<file path="src/rtl/ifu_miss_ctrl_if.sv">
// Miss/fill/memory-port bundle between the I-cache miss controller (master) and the cache plus memory (slave).
// Widths must match the parameters of the ifu_miss_ctrl instance that uses the bundle.
interface ifu_miss_ctrl_if #(
    parameter int TAG_W  = 28,
    parameter int LINE_W = 128
);
    logic              miss_valid;
    logic [TAG_W-1:0]  miss_tag;
    logic              miss_ready;
    logic              flush;
    logic              mem_req_valid;
    logic [TAG_W-1:0]  mem_req_tag;
    logic              mem_req_ready;
    logic              mem_rsp_valid;
    logic [TAG_W-1:0]  mem_rsp_tag;
    logic [LINE_W-1:0] mem_rsp_line;
    logic              fill_valid;
    logic [TAG_W-1:0]  fill_tag;
    logic [LINE_W-1:0] fill_line;
    logic              busy;
    logic              timeout_err;

    modport master (
        input  miss_valid, miss_tag, flush, mem_req_ready,
               mem_rsp_valid, mem_rsp_tag, mem_rsp_line,
        output miss_ready, mem_req_valid, mem_req_tag,
               fill_valid, fill_tag, fill_line, busy, timeout_err
    );

    modport slave (
        output miss_valid, miss_tag, flush, mem_req_ready,
               mem_rsp_valid, mem_rsp_tag, mem_rsp_line,
        input  miss_ready, mem_req_valid, mem_req_tag,
               fill_valid, fill_tag, fill_line, busy, timeout_err
    );
endinterface

</file>
<file path="src/rtl/ifu_miss_ctrl.sv">
// I-cache miss sequencer: miss accept -> tag request -> wait/retry on timeout -> one-cycle fill; 3 cycles miss-to-fill minimum.
// Request held until mem_req_ready; responses have no backpressure. IFU_MISS_PREFETCH_EN adds idle-time next-line prefetch.
module ifu_miss_ctrl #(
    parameter int TAG_W   = 28,
    parameter int LINE_W  = 128,
    parameter int TIMEOUT = 255
) (
    input  logic Clock,
    input  logic Rst,
    ifu_miss_ctrl_if.master bus
);

    typedef enum logic [2:0] {
        S_IDLE,
        S_REQ,
        S_WAIT,
        S_FILL
`ifdef IFU_MISS_PREFETCH_EN
        ,
        S_PF_REQ,
        S_PF_WAIT,
        S_PF_FILL
`endif
    } state_t;

    localparam logic [7:0] TMO_LAST = 8'(TIMEOUT - 1);

    state_t            state;
    state_t            state_nxt;
    logic [TAG_W-1:0]  cur_tag;
    logic [TAG_W-1:0]  tag_nxt;
    logic [7:0]        tmo_cnt;
    logic              rsp_hit;
    logic              tmo_hit;
    logic              in_wait;
    logic              nxt_wait;
    logic              nxt_req;
    logic              nxt_fill;
    logic              tmo_evt;

    logic              miss_ready_q;
    logic              req_valid_q;
    logic [TAG_W-1:0]  req_tag_q;
    logic              fill_valid_q;
    logic [TAG_W-1:0]  fill_tag_q;
    logic [LINE_W-1:0] fill_line_q;
    logic              busy_q;
    logic              timeout_err_q;

    assign rsp_hit = bus.mem_rsp_valid && (bus.mem_rsp_tag == cur_tag);
    assign tmo_hit = (tmo_cnt == TMO_LAST);

`ifdef IFU_MISS_PREFETCH_EN
    assign in_wait  = (state == S_WAIT) || (state == S_PF_WAIT);
    assign nxt_wait = (state_nxt == S_WAIT) || (state_nxt == S_PF_WAIT);
    assign nxt_req  = (state_nxt == S_REQ) || (state_nxt == S_PF_REQ);
    assign nxt_fill = (state_nxt == S_FILL) || (state_nxt == S_PF_FILL);
`else
    assign in_wait  = (state == S_WAIT);
    assign nxt_wait = (state_nxt == S_WAIT);
    assign nxt_req  = (state_nxt == S_REQ);
    assign nxt_fill = (state_nxt == S_FILL);
`endif

    // A matching response in the final wait cycle beats the timeout; flush suppresses both.
    assign tmo_evt = in_wait && tmo_hit && !rsp_hit && !bus.flush;

    always_comb begin
        state_nxt = state;
        tag_nxt   = cur_tag;
        case (state)
            S_IDLE: begin
                if (bus.miss_valid) begin
                    state_nxt = S_REQ;
                    tag_nxt   = bus.miss_tag;
                end
            end
            S_REQ:  if (bus.mem_req_ready) state_nxt = S_WAIT;
            S_WAIT: begin
                if (rsp_hit)      state_nxt = S_FILL;
                else if (tmo_hit) state_nxt = S_REQ;
            end
`ifdef IFU_MISS_PREFETCH_EN
            S_FILL: begin
                state_nxt = S_PF_REQ;
                tag_nxt   = cur_tag + {{(TAG_W-1){1'b0}}, 1'b1};
            end
            // An incoming miss only cancels a prefetch the memory has not yet taken.
            S_PF_REQ: begin
                if (bus.mem_req_ready)   state_nxt = S_PF_WAIT;
                else if (bus.miss_valid) state_nxt = S_IDLE;
            end
            S_PF_WAIT: begin
                if (rsp_hit)      state_nxt = S_PF_FILL;
                else if (tmo_hit) state_nxt = S_IDLE;
            end
            S_PF_FILL: state_nxt = S_IDLE;
`else
            S_FILL: state_nxt = S_IDLE;
`endif
            default: state_nxt = S_IDLE;
        endcase
        if (bus.flush) state_nxt = S_IDLE;
    end

    // Outputs are registered from the next-state decode so they track the state with no input-to-output path.
    always_ff @(posedge Clock or posedge Rst) begin
        if (Rst) begin
            state         <= S_IDLE;
            cur_tag       <= '0;
            tmo_cnt       <= '0;
            miss_ready_q  <= 1'b1;
            req_valid_q   <= 1'b0;
            req_tag_q     <= '0;
            fill_valid_q  <= 1'b0;
            fill_tag_q    <= '0;
            fill_line_q   <= '0;
            busy_q        <= 1'b0;
            timeout_err_q <= 1'b0;
        end else begin
            state         <= state_nxt;
            cur_tag       <= tag_nxt;
            tmo_cnt       <= (in_wait && nxt_wait) ? tmo_cnt + 8'd1 : 8'd0;
            miss_ready_q  <= (state_nxt == S_IDLE);
            busy_q        <= (state_nxt != S_IDLE);
            req_valid_q   <= nxt_req;
            req_tag_q     <= nxt_req ? tag_nxt : '0;
            fill_valid_q  <= nxt_fill;
            fill_tag_q    <= nxt_fill ? cur_tag : '0;
            fill_line_q   <= nxt_fill ? bus.mem_rsp_line : '0;
            timeout_err_q <= tmo_evt;
        end
    end

    assign bus.miss_ready    = miss_ready_q;
    assign bus.mem_req_valid = req_valid_q;
    assign bus.mem_req_tag   = req_tag_q;
    assign bus.fill_valid    = fill_valid_q;
    assign bus.fill_tag      = fill_tag_q;
    assign bus.fill_line     = fill_line_q;
    assign bus.busy          = busy_q;
    assign bus.timeout_err   = timeout_err_q;

endmodule

</file>
<file path="src/flat_wrapper.sv">
// flat-port wrapper written by rule: the top's interface ports become plain ports
module ifu_miss_ctrl_flat 
#(
    parameter int TAG_W   = 28,
    parameter int LINE_W  = 128,
    parameter int TIMEOUT = 255
)
  (Clock, Rst, bus_miss_valid, bus_miss_tag, bus_flush, bus_mem_req_ready, bus_mem_rsp_valid, bus_mem_rsp_tag, bus_mem_rsp_line, bus_miss_ready, bus_mem_req_valid, bus_mem_req_tag, bus_fill_valid, bus_fill_tag, bus_fill_line, bus_busy, bus_timeout_err);
  ifu_miss_ctrl_if #(.TAG_W(TAG_W), .LINE_W(LINE_W)) bus_i ();
  input  logic Clock;
  input  logic Rst;
  input wire logic [$bits(bus_i.miss_valid)-1:0] bus_miss_valid;
  input wire logic [$bits(bus_i.miss_tag)-1:0] bus_miss_tag;
  input wire logic [$bits(bus_i.flush)-1:0] bus_flush;
  input wire logic [$bits(bus_i.mem_req_ready)-1:0] bus_mem_req_ready;
  input wire logic [$bits(bus_i.mem_rsp_valid)-1:0] bus_mem_rsp_valid;
  input wire logic [$bits(bus_i.mem_rsp_tag)-1:0] bus_mem_rsp_tag;
  input wire logic [$bits(bus_i.mem_rsp_line)-1:0] bus_mem_rsp_line;
  output wire logic [$bits(bus_i.miss_ready)-1:0] bus_miss_ready;
  output wire logic [$bits(bus_i.mem_req_valid)-1:0] bus_mem_req_valid;
  output wire logic [$bits(bus_i.mem_req_tag)-1:0] bus_mem_req_tag;
  output wire logic [$bits(bus_i.fill_valid)-1:0] bus_fill_valid;
  output wire logic [$bits(bus_i.fill_tag)-1:0] bus_fill_tag;
  output wire logic [$bits(bus_i.fill_line)-1:0] bus_fill_line;
  output wire logic [$bits(bus_i.busy)-1:0] bus_busy;
  output wire logic [$bits(bus_i.timeout_err)-1:0] bus_timeout_err;
  assign bus_i.miss_valid = bus_miss_valid;
  assign bus_i.miss_tag = bus_miss_tag;
  assign bus_i.flush = bus_flush;
  assign bus_i.mem_req_ready = bus_mem_req_ready;
  assign bus_i.mem_rsp_valid = bus_mem_rsp_valid;
  assign bus_i.mem_rsp_tag = bus_mem_rsp_tag;
  assign bus_i.mem_rsp_line = bus_mem_rsp_line;
  assign bus_miss_ready = bus_i.miss_ready;
  assign bus_mem_req_valid = bus_i.mem_req_valid;
  assign bus_mem_req_tag = bus_i.mem_req_tag;
  assign bus_fill_valid = bus_i.fill_valid;
  assign bus_fill_tag = bus_i.fill_tag;
  assign bus_fill_line = bus_i.fill_line;
  assign bus_busy = bus_i.busy;
  assign bus_timeout_err = bus_i.timeout_err;
  ifu_miss_ctrl #(.TAG_W(TAG_W), .LINE_W(LINE_W), .TIMEOUT(TIMEOUT)) u_core (.Clock(Clock), .Rst(Rst), .bus(bus_i));
endmodule
</file>
<file path="config.mk">
export PLATFORM = sky130hd
export DESIGN_NAME = ifu_miss_ctrl_flat
export DESIGN_NICKNAME = d
export VERILOG_FILES = /design/src/rtl/ifu_miss_ctrl_if.sv /design/src/rtl/ifu_miss_ctrl.sv /design/src/flat_wrapper.sv
export SDC_FILE = /design/constraint.sdc
export NUM_CORES = 1
export LEC_CHECK = 0
export CAP_MARGIN = 20
export CELL_PAD_IN_SITES_DETAIL_PLACEMENT = 1
export CELL_PAD_IN_SITES_GLOBAL_PLACEMENT = 1
export CORE_MARGIN = 4
export CORE_UTILIZATION = 32
export DETAILED_ROUTE_END_ITERATION = 12
export PLACE_DENSITY_LB_ADDON = 0.1
export SYNTH_ARGS = -nofsm -noshare
export SYNTH_HDL_FRONTEND = slang
export SYNTH_SLANG_ARGS = --single-unit
</file>
<file path="constraint.sdc">
create_clock -name Clock -period 9.7 [get_ports Clock]
set_clock_uncertainty 0.15 [all_clocks]
set_input_delay 1.94 -clock Clock [delete_from_list [all_inputs] [get_ports Clock]]
set_output_delay 1.94 -clock Clock [all_outputs]
set_load 0.005 [all_outputs]
</file>
Yosys cells after proc, flatten, opt, wreduce, memory -nomap -nowiden --
Index checks and enable logic that the tools add are counted.
Storage, ports and cells: bits in read-only memories 0, word-level logic and storage cells 41, memories 0, input bits 190, bits in latches 0, output and inout bits 189, bits in registers 228, RAM bits 0
Operators by class: multiplexer cells 12, shifts and indexed selects 0, add/sub/neg operators 1, bitwise gates (word level) 0, div/mod/pow operators 0, $mul 0, reduce and logical (&&, ||, !) cells 10, equality and inequality tests 7, $lt $le $gt $ge 0
Operators by type and width (number):
- $mux 128 | 1
- $mux 28 | 4
- $eq 28x28->1 | 1
- $mux 3 | 5
- $eq 3x2->1 const B | 3
- $pmux 3 s3 | 1
- $add 8x1->8 const B | 1
- $eq 8x8->1 const B | 1
- $mux 8 | 1
- $eq 3x1->1 const B | 2
- $logic_not 3->1 | 2
- $logic_and 1x1->1 | 5
- $reduce_bool 3->1 | 1
- $logic_not 1->1 | 2

Depth between registers and ports, before layout --
word-level depth 8, depth in mapped cells 7, gate-level depth less buffers 5

Worst setup path after synthesis --
Ideal clock, no wire load.
path kind input-to-reg, from input port bus_mem_rsp_tag[7], to register u_core.fill_line_q[100] (netlist: u_core.bus.fill_line[100]), setup slack 6081 ps, arrival time 3403 ps, stages on the path 7, cell sequence xnor2_1 > nand4_1 > or4_1 > nor3_2 > buf_4 > buf_4 > and2_1
On the way: longest elaborated chain between the ends 7
RTL lines:
- start, declared | RTL line flat_wrapper.sv:17 | input wire logic [$bits(bus_i.mem_rsp_tag)-1:0] bus_mem_rsp_tag;
- $eq 28x28->1 | RTL line ifu_miss_ctrl.sv:50 | assign rsp_hit = bus.mem_rsp_valid && (bus.mem_rsp_tag == cur_tag);
- $logic_and 1x1->1 | RTL line ifu_miss_ctrl.sv:50
- $mux 3 | RTL line ifu_miss_ctrl.sv:80 | if (rsp_hit) state_nxt = S_FILL;
- $pmux 3 s3 | RTL line ifu_miss_ctrl.sv:71 | case (state)
- $mux 3 | RTL line ifu_miss_ctrl.sv:103 | if (bus.flush) state_nxt = S_IDLE;
- $eq 3x2->1 | RTL line ifu_miss_ctrl.sv:62 | assign nxt_fill = (state_nxt == S_FILL);
- $mux 128 | RTL line ifu_miss_ctrl.sv:130 | fill_line_q <= nxt_fill ? bus.mem_rsp_line : '0;
- end signal, assigned | RTL line ifu_miss_ctrl.sv:130
- end, declared | RTL line ifu_miss_ctrl.sv:46 | logic [LINE_W-1:0] fill_line_q;
No other way between the ends.

Final worst setup path --
from input port bus_mem_rsp_tag[6], to register u_core.req_tag_q[0] (netlist: u_core.bus.mem_req_tag[0])
On the way: longest elaborated chain between the ends 7
RTL lines:
- $eq 28x28->1 | RTL line ifu_miss_ctrl.sv:50
- $logic_and 1x1->1 | RTL line ifu_miss_ctrl.sv:50
- $mux 3 | RTL line ifu_miss_ctrl.sv:80
- $pmux 3 s3 | RTL line ifu_miss_ctrl.sv:71
- $mux 3 | RTL line ifu_miss_ctrl.sv:103
- $eq 3x1->1 | RTL line ifu_miss_ctrl.sv:61 | assign nxt_req = (state_nxt == S_REQ);
- $mux 28 | RTL line ifu_miss_ctrl.sv:127 | req_tag_q <= nxt_req ? tag_nxt : '0;
- end signal, assigned | RTL line ifu_miss_ctrl.sv:127
- end, declared | RTL line ifu_miss_ctrl.sv:43 | logic [TAG_W-1:0] req_tag_q;
No other way between the ends.

==> impl_metrics.ini <==
[run_status]
outcome = complete, no violations

[run]
maxCapViolations = 0

[placed_design]
dp.cells = 1246
place_ws_ns = 4.34
dp_hpwl_um = 19600
numPortBuffers = 378
place_congestion = 0.776

[critical_path]
crit_fanout = 23
r2r-start = u_core.cur_tag[6]
crit_required_ns = 9.87
critical-path-top-delay-family = simple AND/OR/NAND/NOR gates
path_cells = clkdlybuf4s50_1 > xor2_1 > nor4_1 > nand4_1 > o211ai_1 > buf_4 > a21boi_0
r2r_slack_ns = 6.40
cp_slowest_cell = nor4_1
cp.arrival_ns = 4.91
rr_endpoint = u_core.bus.mem_req_tag[0]
rr_worst_depth = 6
start_kind = input port
max_stage_delay_ns = 0.75
crit_path_end_kind = flip-flop
path_class = in -> reg
crit_buf_inv = 2

[synth]
ys_types = 35
synth-main-ff-cell = dfrtp_1
async_flop_share = 1.00
syn_area_um2 = 8040
synth_seq_cells = 228
synth.area.top_cells = dfrtp_1, and2_1, mux2_2
synth_top_area_frac = 0.707
syn_area_per_cell_um2 = 14.2
synth_most_common_cell = dfrtp_1
synth_cells = 565
synth_edf_count = 0
synth.top_cells.by_count = dfrtp_1, and2_1, a21boi_0, mux2_2, xor2_1
synth_nets = 757
seq_area_frac_synth = 0.710
synth_area_leader_cell = dfrtp_1
ys_warn_count = 0

[global_route]
grt_pass1_wl_um = 40700
antenna_found_initial = 4
grt_pass1_vias = 6541
track_usage = 0.188
grt_max_degree = 157
grt_overflow = 0

[hold_path]
min_path_type = reg -> reg
hold_path_end = u_core.bus.fill_tag[1]
hold_start = u_core.cur_tag[1]
whs_path_depth = 1

[sta]
drv_slew = 0
rsz0062_at_grt = false
setup_tns_ns = 0
finalSetupViolations = 0
max_freq_mhz = 211
max_slew_margin = 0.341
finalHoldViolations = 0
holdWs_ns = 0.358
worst_slew_pin_slew_ns = 0.988
finalCriticalPeriod_ns = 4.74
post-route-period-util = 0.488
fin_ws_ns = 4.96

[power]
p_seq_frac = 0.466
p_int_mw = 1.67
power.density_nw_per_um2 = 165
sw_frac_of_total = 0.218
combPwrFrac = 0.082
leakage_nw = 5.83
pwr-share-clk = 0.453
p_sw_mw = 0.467
vdd_drop_max_uv = 118

[detailed_routing]
drtAntennaViolNets = 0
drt_iter0_markers = 223
vias_per_cell = 4.41
wl_per_cell_um = 20.6
drcViolationCount = 0
dr.pass1.iters = 4
routed_wl_um = 26600
vias = 5714

[cts]
clkTransAtPathRegs_ns = 0.06
clockBufferDepth = 3
cts_hold_buf = 0
cts_setup_buffers = 0
cts-buffers-inserted = 25
clk-insertion-delay-late_ns = 0.52
htreeDepth = 1
cts_tree = done
cts_resized = 0
cts_root_buffer = clkbuf_16
cts.sinks = 228

[cells_and_area]
fin_cells = 1295
nNetsFinal = 1142
syn_to_final_growth_pct = 61.8
drive_above_1_share = 0.0805

[die]
core_area_um2 = 24500
start_util = 0.328
die_x_um = 166
dieHeight_um = 166
dieArea_um2 = 27700
rows = 57
ioPinCount = 379
[worst max-delay path by stage]
stage,startpoint,endpoint,slack (ns),depth (start not counted)
after floorplan,Rst,u_core.bus.busy,1.36,1
final,bus_mem_rsp_tag[6],u_core.bus.mem_req_tag[0],4.96,7
after detailed placement,bus_mem_rsp_tag[6],u_core.bus.mem_req_tag[0],4.34,7
after CTS,bus_mem_rsp_tag[6],u_core.bus.mem_req_tag[0],4.87,7
after global routing,bus_mem_rsp_tag[6],u_core.bus.mem_req_tag[1],4.69,7
after global placement,bus_mem_rsp_tag[6],u_core.bus.mem_req_tag[2],4.45,7
[metal layers]
| metal | GRT usage | part of all wire |
|---|---|---|
| met1 | 0.210 | 0.36 |
| met2 | 0.338 | 0.52 |
| met5 | 0 | 0.0013 |
| met4 | 0.0409 | 0.018 |
| met3 | 0.0775 | 0.10 |
[layout make-up]
cell class / count / area (um2)
flip-flops and latches: 228 / 5710
clock inverters: 10 / 133
inverters: 5 / 26.3
repair buffers: 384 / 3850
multi-input cells: 306 / 2170
diodes: 2 / 5.00
fillers: 2479 / 11500
well taps: 324 / 405
clock buffers: 36 / 707
[cell usage in the layout (no fill, tap or decap), types with 4 or more instances in the layout]
| cell type | n |
|---|---|
| mux2_2 | 28 |
| clkbuf_8 | 4 |
| xor2_1 | 19 |
| nand2_1 | 6 |
| nand4_1 | 7 |
| clkdlybuf4s50_1 | 378 |
| xnor2_1 | 14 |
| and2_1 | 159 |
| nor3_1 | 9 |
| a21boi_0 | 28 |
| nand3_1 | 4 |
| a21oi_1 | 4 |
| dfrtp_1 | 227 |
| clkbuf_1 | 7 |
| clkbuf_16 | 25 |
| inv_1 | 4 |
| clkinv_2 | 5 |
| buf_4 | 5 |
[through the flow]
stage	area (um2)	util	power, mW
after floorplan	8040	-	1.07
after global placement	12100	0.495	1.19
after detailed placement	12100	0.495	1.19
after CTS	13000	0.529	2.17
after global routing	13000	0.530	2.24
final	13000	0.530	2.14
[cells by family (layout without fill, tap and decap cells)]
group           count (synthesis)  in the layout  share of synthesized area
flops                         228            228                      0.710
simple gates                  203            203                      0.156
xor+xnor                       33             33                     0.0360
mux                            28             28                     0.0392
fa+ha+maj                       2              2                    0.00311
compound gates                 39             39                     0.0339
buf+inv                        31            435                     0.0210
other cells                     1              3                   0.000467
[power groups by stage]
stage	logic (mW)	registers [mW]	clock network, mW
2_1_floorplan	0.0669	1.01	0
3_3_place_gp	0.173	1.01	0
3_5_place_dp	0.177	1.01	0
4_1_cts	0.179	0.997	0.999
5_1_grt	0.193	0.999	1.04
6_report	0.175	0.996	0.968
[sequential cells by signal (all words and copies together), names as in the netlist]
| register | cells |
|---|---|
| u_core.bus.busy | 1 |
| u_core.bus.fill_line | 128 |
| u_core.bus.fill_tag | 28 |
| u_core.bus.fill_valid | 1 |
| u_core.bus.mem_req_tag | 28 |
| u_core.bus.mem_req_valid | 1 |
| u_core.bus.miss_ready | 1 |
| u_core.bus.timeout_err | 1 |
| u_core.cur_tag | 28 |
| u_core.state | 3 |
| u_core.tmo_cnt | 8 |
Power figures use the tool's default switching activity.
